$ cat src/rtl/aud_pkg.sv
// Shared types and constants for the I2S / left-justified audio DAC player.
package aud_pkg;

    typedef enum logic [2:0] {
        IDLE,
        WAIT_FRAME,
        DELAY,
        SHIFT,
        PAD
    } aud_state_e;

    localparam int AUD_MODE_I2S = 0;
    localparam int AUD_MODE_LJ  = 1;

endpackage

$ cat src/rtl/aud_player_i2s_if.sv
// Sample handshake between the audio source (master) and the DAC player (slave).
interface aud_player_i2s_if #(
    parameter int DATA_W = 16
);

    logic              i_valid;
    logic              o_ready;
    logic [DATA_W-1:0] i_data_l;
    logic [DATA_W-1:0] i_data_r;

    modport master (output i_valid, output i_data_l, output i_data_r, input o_ready);
    modport slave  (input i_valid, input i_data_l, input i_data_r, output o_ready);

endinterface

$ cat src/rtl/aud_lrck_edge.sv
// Registers the DAC frame clock on the falling BCLK edge and flags its channel transitions.
module aud_lrck_edge (
    input  logic i_bclk,
    input  logic i_rst_n,
    input  logic i_lrck,
    output logic o_fall,
    output logic o_rise
);

    logic lrck_d_q;
    logic lrck_d_d;

    assign lrck_d_d = i_lrck;

    always_ff @(negedge i_bclk or negedge i_rst_n) begin
        if (!i_rst_n) begin
            lrck_d_q <= 1'b0;
        end else begin
            lrck_d_q <= lrck_d_d;
        end
    end

    assign o_fall = lrck_d_q & ~i_lrck;
    assign o_rise = ~lrck_d_q & i_lrck;

endmodule

$ cat src/rtl/aud_player_i2s.sv
// Serial audio DAC player (I2S or left-justified) with a one-sample stereo holding register.
// Optional underrun counter port o_underrun_cnt is built when AUD_PLAYER_UNDERRUN_CNT_EN is defined.
module aud_player_i2s
    import aud_pkg::*;
#(
    parameter int DATA_W  = 16,
    parameter int LJ_MODE = 0
) (
    input  logic         i_bclk,
    input  logic         i_rst_n,
    input  logic         i_daclrck,
    input  logic         i_en,
    aud_player_i2s_if.slave s_if,
    output logic         o_aud_dacdat,
    output logic         o_underrun
`ifdef AUD_PLAYER_UNDERRUN_CNT_EN
    ,
    output logic [15:0]  o_underrun_cnt
`endif
);

    localparam int CNT_W = $clog2(DATA_W + 1);

    aud_state_e        state_q, state_d;
    logic [DATA_W-1:0] shift_q, shift_d;
    logic [CNT_W-1:0]  cnt_q, cnt_d;
    logic [DATA_W-1:0] hold_l_q, hold_l_d;
    logic [DATA_W-1:0] hold_r_q, hold_r_d;
    logic [DATA_W-1:0] right_q, right_d;
    logic              full_q, full_d;
    logic              dacdat_q, dacdat_d;
    logic              underrun_q, underrun_d;
    logic              fall;
    logic              rise;
    logic              chan_start;
    logic [DATA_W-1:0] word;
`ifdef AUD_PLAYER_UNDERRUN_CNT_EN
    logic [15:0]       ucnt_q, ucnt_d;
`endif

    aud_lrck_edge u_lrck_edge (
        .i_bclk  (i_bclk),
        .i_rst_n (i_rst_n),
        .i_lrck  (i_daclrck),
        .o_fall  (fall),
        .o_rise  (rise)
    );

    // A fall starts a new stereo frame from the holding register; a rise replays the latched right word.
    always_comb begin
        state_d    = state_q;
        shift_d    = shift_q;
        cnt_d      = cnt_q;
        hold_l_d   = hold_l_q;
        hold_r_d   = hold_r_q;
        right_d    = right_q;
        full_d     = full_q;
        dacdat_d   = 1'b0;
        underrun_d = 1'b0;
        chan_start = 1'b0;
        word       = '0;

        if (!i_en) begin
            state_d = IDLE;
        end else begin
            case (state_q)
                IDLE: begin
                    state_d = WAIT_FRAME;
                end
                default: begin
                    if (fall) begin
                        chan_start = 1'b1;
                        if (full_q) begin
                            word    = hold_l_q;
                            right_d = hold_r_q;
                            full_d  = 1'b0;
                        end else begin
                            right_d    = '0;
                            underrun_d = 1'b1;
                        end
                    end else if (rise && state_q != WAIT_FRAME) begin
                        chan_start = 1'b1;
                        word       = right_q;
                    end else if (state_q == DELAY || (state_q == SHIFT && cnt_q != '0)) begin
                        dacdat_d = shift_q[DATA_W-1];
                        shift_d  = shift_q << 1;
                        cnt_d    = cnt_q - CNT_W'(1);
                        state_d  = SHIFT;
                    end else if (state_q == SHIFT) begin
                        state_d = PAD;
                    end
                end
            endcase
        end

        if (chan_start) begin
            if (LJ_MODE == AUD_MODE_LJ) begin
                dacdat_d = word[DATA_W-1];
                shift_d  = word << 1;
                cnt_d    = CNT_W'(DATA_W - 1);
                state_d  = SHIFT;
            end else begin
                shift_d = word;
                cnt_d   = CNT_W'(DATA_W);
                state_d = DELAY;
            end
        end

        // Accept is evaluated after transfer so a same-edge accept leaves the new sample held.
        if (s_if.i_valid && !full_q) begin
            hold_l_d = s_if.i_data_l;
            hold_r_d = s_if.i_data_r;
            full_d   = 1'b1;
        end
    end

`ifdef AUD_PLAYER_UNDERRUN_CNT_EN
    always_comb begin
        ucnt_d = ucnt_q;
        if (underrun_d && ucnt_q != 16'hFFFF) begin
            ucnt_d = ucnt_q + 16'd1;
        end
    end

    always_ff @(negedge i_bclk or negedge i_rst_n) begin
        if (!i_rst_n) begin
            ucnt_q <= '0;
        end else begin
            ucnt_q <= ucnt_d;
        end
    end

    assign o_underrun_cnt = ucnt_q;
`endif

    always_ff @(negedge i_bclk or negedge i_rst_n) begin
        if (!i_rst_n) begin
            state_q    <= IDLE;
            shift_q    <= '0;
            cnt_q      <= '0;
            hold_l_q   <= '0;
            hold_r_q   <= '0;
            right_q    <= '0;
            full_q     <= 1'b0;
            dacdat_q   <= 1'b0;
            underrun_q <= 1'b0;
        end else begin
            state_q    <= state_d;
            shift_q    <= shift_d;
            cnt_q      <= cnt_d;
            hold_l_q   <= hold_l_d;
            hold_r_q   <= hold_r_d;
            right_q    <= right_d;
            full_q     <= full_d;
            dacdat_q   <= dacdat_d;
            underrun_q <= underrun_d;
        end
    end

    assign s_if.o_ready = ~full_q;
    assign o_aud_dacdat = dacdat_q;
    assign o_underrun   = underrun_q;

endmodule

$ cat src/flat_wrapper.sv
// flat-port wrapper written by rule: the top's interface ports become plain ports
module aud_player_i2s_flat import aud_pkg::*;
#(
    parameter int DATA_W  = 16,
    parameter int LJ_MODE = 0
)
  (i_bclk, i_rst_n, i_daclrck, i_en, o_aud_dacdat, o_underrun, s_if_i_valid, s_if_i_data_l, s_if_i_data_r, s_if_o_ready);
  aud_player_i2s_if #(.DATA_W(DATA_W)) s_if_i ();
  input  logic i_bclk;
  input  logic i_rst_n;
  input  logic i_daclrck;
  input  logic i_en;
  output logic o_aud_dacdat;
  output logic o_underrun;
  input wire logic [$bits(s_if_i.i_valid)-1:0] s_if_i_valid;
  input wire logic [$bits(s_if_i.i_data_l)-1:0] s_if_i_data_l;
  input wire logic [$bits(s_if_i.i_data_r)-1:0] s_if_i_data_r;
  output wire logic [$bits(s_if_i.o_ready)-1:0] s_if_o_ready;
  assign s_if_i.i_valid = s_if_i_valid;
  assign s_if_i.i_data_l = s_if_i_data_l;
  assign s_if_i.i_data_r = s_if_i_data_r;
  assign s_if_o_ready = s_if_i.o_ready;
  aud_player_i2s #(.DATA_W(DATA_W), .LJ_MODE(LJ_MODE)) u_core (.i_bclk(i_bclk), .i_rst_n(i_rst_n), .i_daclrck(i_daclrck), .i_en(i_en), .s_if(s_if_i), .o_aud_dacdat(o_aud_dacdat), .o_underrun(o_underrun));
endmodule
$ cat config.mk
export PLATFORM = sky130hd
export DESIGN_NAME = aud_player_i2s_flat
export DESIGN_NICKNAME = d
export VERILOG_FILES = /design/src/rtl/aud_pkg.sv /design/src/rtl/aud_player_i2s_if.sv /design/src/rtl/aud_lrck_edge.sv /design/src/rtl/aud_player_i2s.sv /design/src/flat_wrapper.sv
export SDC_FILE = /design/constraint.sdc
export NUM_CORES = 1
export LEC_CHECK = 0
export ABC_AREA = 1
export CAP_MARGIN = 20
export CORE_AREA = 3 3 123 125
export DETAILED_ROUTE_END_ITERATION = 7
export DIE_AREA = 0 0 126 128
export MAX_ROUTING_LAYER = met4
export PLACE_DENSITY = 0.45
export SLEW_MARGIN = 20
export SYNTH_ARGS = -nofsm -noshare
export SYNTH_HDL_FRONTEND = slang
export SYNTH_HIERARCHICAL = 1
export SYNTH_SLANG_ARGS = --single-unit
$ cat constraint.sdc
create_clock -name i_bclk -period 2.1 [get_ports i_bclk]
set_input_delay 0.63 -clock i_bclk [delete_from_list [all_inputs] [get_ports i_bclk]]
set_output_delay 0.63 -clock i_bclk [all_outputs]
set_load 0.01 [all_outputs]
== Word level (Yosys, flattened, before mapping) ==
Index checks and enable logic that the tools add are counted.
Widths: inputs -> output; s select.

* Register bits: 76
* Output and inout port bits: 3
* Word-level logic and storage cells: 84
* Input bits: 37

* Muxes and demuxes: 42
* Reduce and logical (&&, ||, !) cells: 15
* Bitwise gates (word level): 6
* Equality and inequality tests: 10
* Add/sub/neg operators: 1

{| class="wikitable"
|+ Operators by type and width
! kind !! number
|-
| $mux 16 || 12
|-
| $mux 5 || 6
|-
| $mux 3 || 7
|-
| $mux 1 || 17
|-
| $reduce_and 3->1 || 3
|-
| $reduce_bool 2->1 || 4
|-
| $eq 3x2->1 const B || 2
|-
| $ne 2x1->1 const B || 3
|-
| $ne 5x1->1 const B || 1
|-
| $reduce_and 5->1 || 1
|-
| $reduce_bool 5->1 || 1
|-
| $sub 5x1->5 const B || 1
|-
| $ne 4x3->1 const B || 1
|-
| $ne 4x4->1 const B || 1
|-
| $not 1->1 || 4
|-
| $logic_and 1x1->1 || 3
|-
| $logic_not 3->1 || 1
|-
| $ne 3x1->1 const B || 1
|-
| $and 1x1->1 || 2
|-
| $ne 2x2->1 const B || 1
|-
| $logic_not 1->1 || 1
|-
| $logic_or 1x1->1 || 1
|}

== Logic depth before layout (Yosys ltp) ==
* Depth after elaboration: 9
* Depth in mapped cells: 11
* Mapped depth without buffers: 9

== By module ==
The synthesis kept the hierarchy.

{| class="wikitable"
|+ By module, submodules not included
! module !! sequential area each (µm²) !! area each (µm²) !! cells each !! times used
|-
| aud_player_i2s || 1,876.8 || 3,475.8 || 351 || 1
|-
| aud_lrck_edge || 25.0 || 40.0 || 5 || 1
|}

==> results.rst <==
.. list-table::
   :header-rows: 1

   * - Metric
     - Value
   * - Outcome
     - complete, but fails checks
   * - Failing checks
     - negative setup slack
   * - Start point of the worst hold path
     - u_core/cnt_q[4]
   * - Ant diodes
     - 0
   * - Post-synthesis area per instance
     - 9.88 um^2
   * - Static leakage power
     - 2.56 nW
   * - Total core area
     - around 14000 um^2
   * - Required time of the critical path
     - approximately 1.5 ns
   * - Post-detailed-routing wire length
     - between 9000 and 10000 um
   * - Top area cells in the synthesized netlist
     - sky130_fd_sc_hd__dfrtn_1 54%, sky130_fd_sc_hd__mux2_2 10%, sky130_fd_sc_hd__nand2_1 9.4%, sky130_fd_sc_hd__inv_1 3.2%, sky130_fd_sc_hd__o21ai_0 3.0%
   * - Number of slew-limit violations in the final report
     - 0
   * - Most frequent cells after synthesis
     - 88 x sky130_fd_sc_hd__nand2_1, 76 x sky130_fd_sc_hd__dfrtn_1, 32 x sky130_fd_sc_hd__mux2_2
   * - Horizontal extent of the die
     - between 100 and 150 um
   * - Fin nets
     - approximately 480
   * - Post-route antenna net violation count
     - 0
   * - Setup total negative slack
     - -13.69 ns
   * - Number of hold-slack violations in the final timing report
     - 0
   * - Y dimension of the die
     - roughly 130 um
   * - Average via count per standard cell
     - between 4 and 5
   * - Final-report setup violation count
     - 44
   * - Max VDD drop
     - roughly 0.00075 V
   * - Number of flops mapped to enable cells by yosys
     - 0
   * - Post-layout util
     - 0.390
   * - Insertion delay of the later-clocked pin in the worst-skew pair
     - approximately 0.34 ns
   * - Post-synth top area cell
     - sky130_fd_sc_hd__dfrtn_1
   * - Number of placement rows
     - 43
   * - Critical Path Fanout Max
     - 2
   * - Aggregate global routing overflow
     - 0
   * - Register clock-pin slew on the reported worst setup and hold paths
     - approximately 0.040 ns
   * - Max Cap Violations
     - 0
   * - Count of warnings emitted by yosys
     - 6
   * - Synthesized Nets
     - around 400
   * - Number of instances in the synthesized netlist
     - between 300 and 400
   * - Initial antenna violation count
     - 0
   * - CTS tree
     - built
   * - Proportion of synthesized chip area in sequential cells
     - 0.541
   * - Switching share of power
     - 0.347
   * - Via count of the first global-routing pass
     - 2875
   * - Non-filler cells, final
     - 623
   * - Worst Setup Slack post-DPL
     - -1.13 ns
   * - Critical path launch point type
     - flop
   * - Number of levels in the clock H-tree
     - 3
   * - Estimated wirelength of the detail-placed design
     - between 5000 and 6000 um
   * - Cell class contributing the biggest share of worst-path delay
     - flip-flops
   * - Category of the critical setup timing path
     - reg -> out
   * - Worst EP arrival
     - between 1.5 and 2 ns
   * - Final hold slack
     - between 0.4 and 0.5 ns
   * - Crit path largest cell delay
     - around 0.44 ns
   * - Number of buffers added by the clock tree synthesis step
     - 9
   * - Final GP Congestion
     - approximately 0.8
   * - Initial core utilization
     - 0.251
   * - Net switching power of the design
     - between 2 and 2.5 mW
   * - Maximum number of pins on one net before global-route repair
     - 25
   * - Number of inserted filler cells in the final layout
     - between 1000 and 1500
   * - I/O Pins
     - 40
   * - Class of the tightest hold or removal check
     - reg -> reg
   * - Leading cell type by number of instances after synthesis
     - sky130_fd_sc_hd__nand2_1
   * - Wire length of the first global-routing pass
     - approximately 15000 um
   * - Relative slew slack
     - 0.810
   * - Critical path origin
     - u_core/full_q
   * - Top flip-flop cell by instance count after synthesis
     - sky130_fd_sc_hd__dfrtn_1
   * - DR vias
     - approximately 2700
   * - Clk sinks
     - 76
   * - Critical Path, Cell by Cell
     - inv_4, buf_6
   * - Deepest clock path buffer count
     - 2
   * - Tightest Pin Transition
     - approximately 0.28 ns
   * - Hold-fix buffer count after cts
     - 0
   * - Routed length per instance
     - 15.0 um
   * - Synthesized flop and latch total
     - between 70 and 80
   * - Pwr Total
     - 6.84 mW
   * - Part of the power in registers
     - 0.409
   * - Final routed DRC violation total
     - 0
   * - Worst-case clock skew
     - ~0.0052 ns
   * - Proportion of power drawn by combinational gates
     - 0.385
   * - Die footprint
     - roughly 16000 um^2
   * - CP Buf/Inv Count
     - 2
   * - Combined area of all synthesized cells
     - around 3500 um^2
   * - Power per cell area
     - approximately 1300 nW/um^2
   * - Critical path endpoint category
     - output pin
   * - R2R Path Start
     - u_core/state_q[2]
   * - Number of distinct library cell variants in the gate-level netlist after synthesis
     - 29
   * - Synth async-reset ratio
     - 1.00
   * - Detailed router's first-iteration violation count
     - 80
   * - Synth-to-Final Area Change
     - 55.2%
   * - Pint
     - ~4.5 mW
   * - Post-layout instance area
     - approximately 5500 um^2
   * - Number of instances in the placed design
     - 580
   * - Ratio of cells with drive above 1 in the final layout
     - 0.470
   * - Count of input and output buffers
     - 39
   * - Power share of the clock group
     - 0.206
   * - Iteration count of the initial detailed-routing pass
     - 4
   * - Post-synth top area share
     - 0.541
   * - GRT Util Overall
     - 0.123
   * - DP Area
     - 4400 um^2
   * - Root cell of the clock tree
     - sky130_fd_sc_hd__clkbuf_16
   * - Worst-path cell with the longest stage delay
     - sky130_fd_sc_hd__dfrtn_1
   * - Unrepaired setup endpoints after global routing
     - true
   * - Final WS setup
     - -0.519 ns
[worst paths after layout]
check,to,slack [ns],cells after the start
setup reg to reg,u_core/shift_q[9],0.43,8
setup / recovery,s_if_o_ready,-0.52,2
min in group asynchronous,u_core/shift_q[7],1.21,2
max in group asynchronous,u_core/hold_l_q[4],0.68,2
hold reg to reg,u_core/cnt_q[4],0.43,2
hold / removal,u_core/cnt_q[4],0.43,2
[registers in the layout, summed over array words and instances (netlist names), 3 cells and up]
name	count
u_core/shift_q	16
u_core/hold_r_q	16
u_core/state_q	3
u_core/hold_l_q	16
u_core/cnt_q	5
u_core/right_q	16
[final cells by class]
type / count / area, um^2 / area share
timing repair inverter: 3 / 33.8 / 0.00619
clock buffer: 11 / 243 / 0.0445
timing repair buffer: 81 / 935 / 0.171
multi-input combinational: 233 / 1940 / 0.355
sequential: 76 / 1900 / 0.348
clock inverter: 4 / 26.3 / 0.00481
tap: 180 / 225 / 0.0413
inverter: 35 / 155 / 0.0284
[metal layers]
metal	vias to the layer above	GRT usage	part of all wire
met3	14	0.0183	0.025
met4	0	0.0505	0.019
li1	1343	-	-
met1	1289	0.157	0.46
met2	43	0.197	0.50
met5	-	-	0
[logic make-up (layout without fill, tap and decap cells)]
family	count (synthesis)	in the layout	share of synthesized area
multiplexers	32	32	0.102
AND/OR/NAND/NOR	144	148	0.185
buffers and inverters	51	134	0.0794
adder cells (fa/ha/maj)	2	2	0.00712
XOR/XNOR	3	3	0.00747
AO/OA/AOI/OAI	48	48	0.0772
flip-flops	76	76	0.541
[cells in the final DEF (no fill, tap or decap), types with 3 or more instances in the layout]
cell	count
sky130_fd_sc_hd__nand2_2	26
sky130_fd_sc_hd__dfrtn_1	76
sky130_fd_sc_hd__nand3_2	8
sky130_fd_sc_hd__o21ai_2	7
sky130_fd_sc_hd__o21ai_0	8
sky130_fd_sc_hd__dlygate4sd2_1	32
sky130_fd_sc_hd__mux2_4	32
sky130_fd_sc_hd__a22oi_2	11
sky130_fd_sc_hd__nand2_8	5
sky130_fd_sc_hd__nand2_1	65
sky130_fd_sc_hd__nor2_2	3
sky130_fd_sc_hd__buf_8	3
sky130_fd_sc_hd__buf_12	8
sky130_fd_sc_hd__nor2_4	15
sky130_fd_sc_hd__nand3_1	4
sky130_fd_sc_hd__clkbuf_16	10
sky130_fd_sc_hd__buf_16	4
sky130_fd_sc_hd__a21oi_2	15
sky130_fd_sc_hd__inv_2	4
sky130_fd_sc_hd__o21ai_1	6
sky130_fd_sc_hd__nand4_1	4
sky130_fd_sc_hd__inv_1	26
sky130_fd_sc_hd__buf_4	12
sky130_fd_sc_hd__nand2_4	6
sky130_fd_sc_hd__nor2_1	4
sky130_fd_sc_hd__inv_8	5
sky130_fd_sc_hd__buf_6	19
[power by group through the flow]
stage / registers [mW] / logic (mW) / clock network [mW]
floorplan: 2.50 / 1.73 / 0
global placement: 2.65 / 2.04 / 0
detailed placement: 2.66 / 2.07 / 0
CTS: 2.73 / 2.49 / 1.45
global route: 2.88 / 2.87 / 1.51
finish: 2.79 / 2.63 / 1.41
[worst register-to-register path: cells and delay by family, from the launching register on]
kind	cells	cell delay (ns)
and+or+nand+nor	5	0.68
buffers and inverters	3	0.41
DFF	1	0.43
[repair_timing]
| item | CTS | global route |
|---|---|---|
| pin swaps | 25 | 11 |
| endpoints found under the hold margin | 0 | 0 |
| gates resized for setup | 161 | 42 |
| buffers inserted | 13 | 4 |
| cloned | 12 | 1 |
| setup endpoints to repair | 78 | 45 |
(Power assumes the default switching activity.)
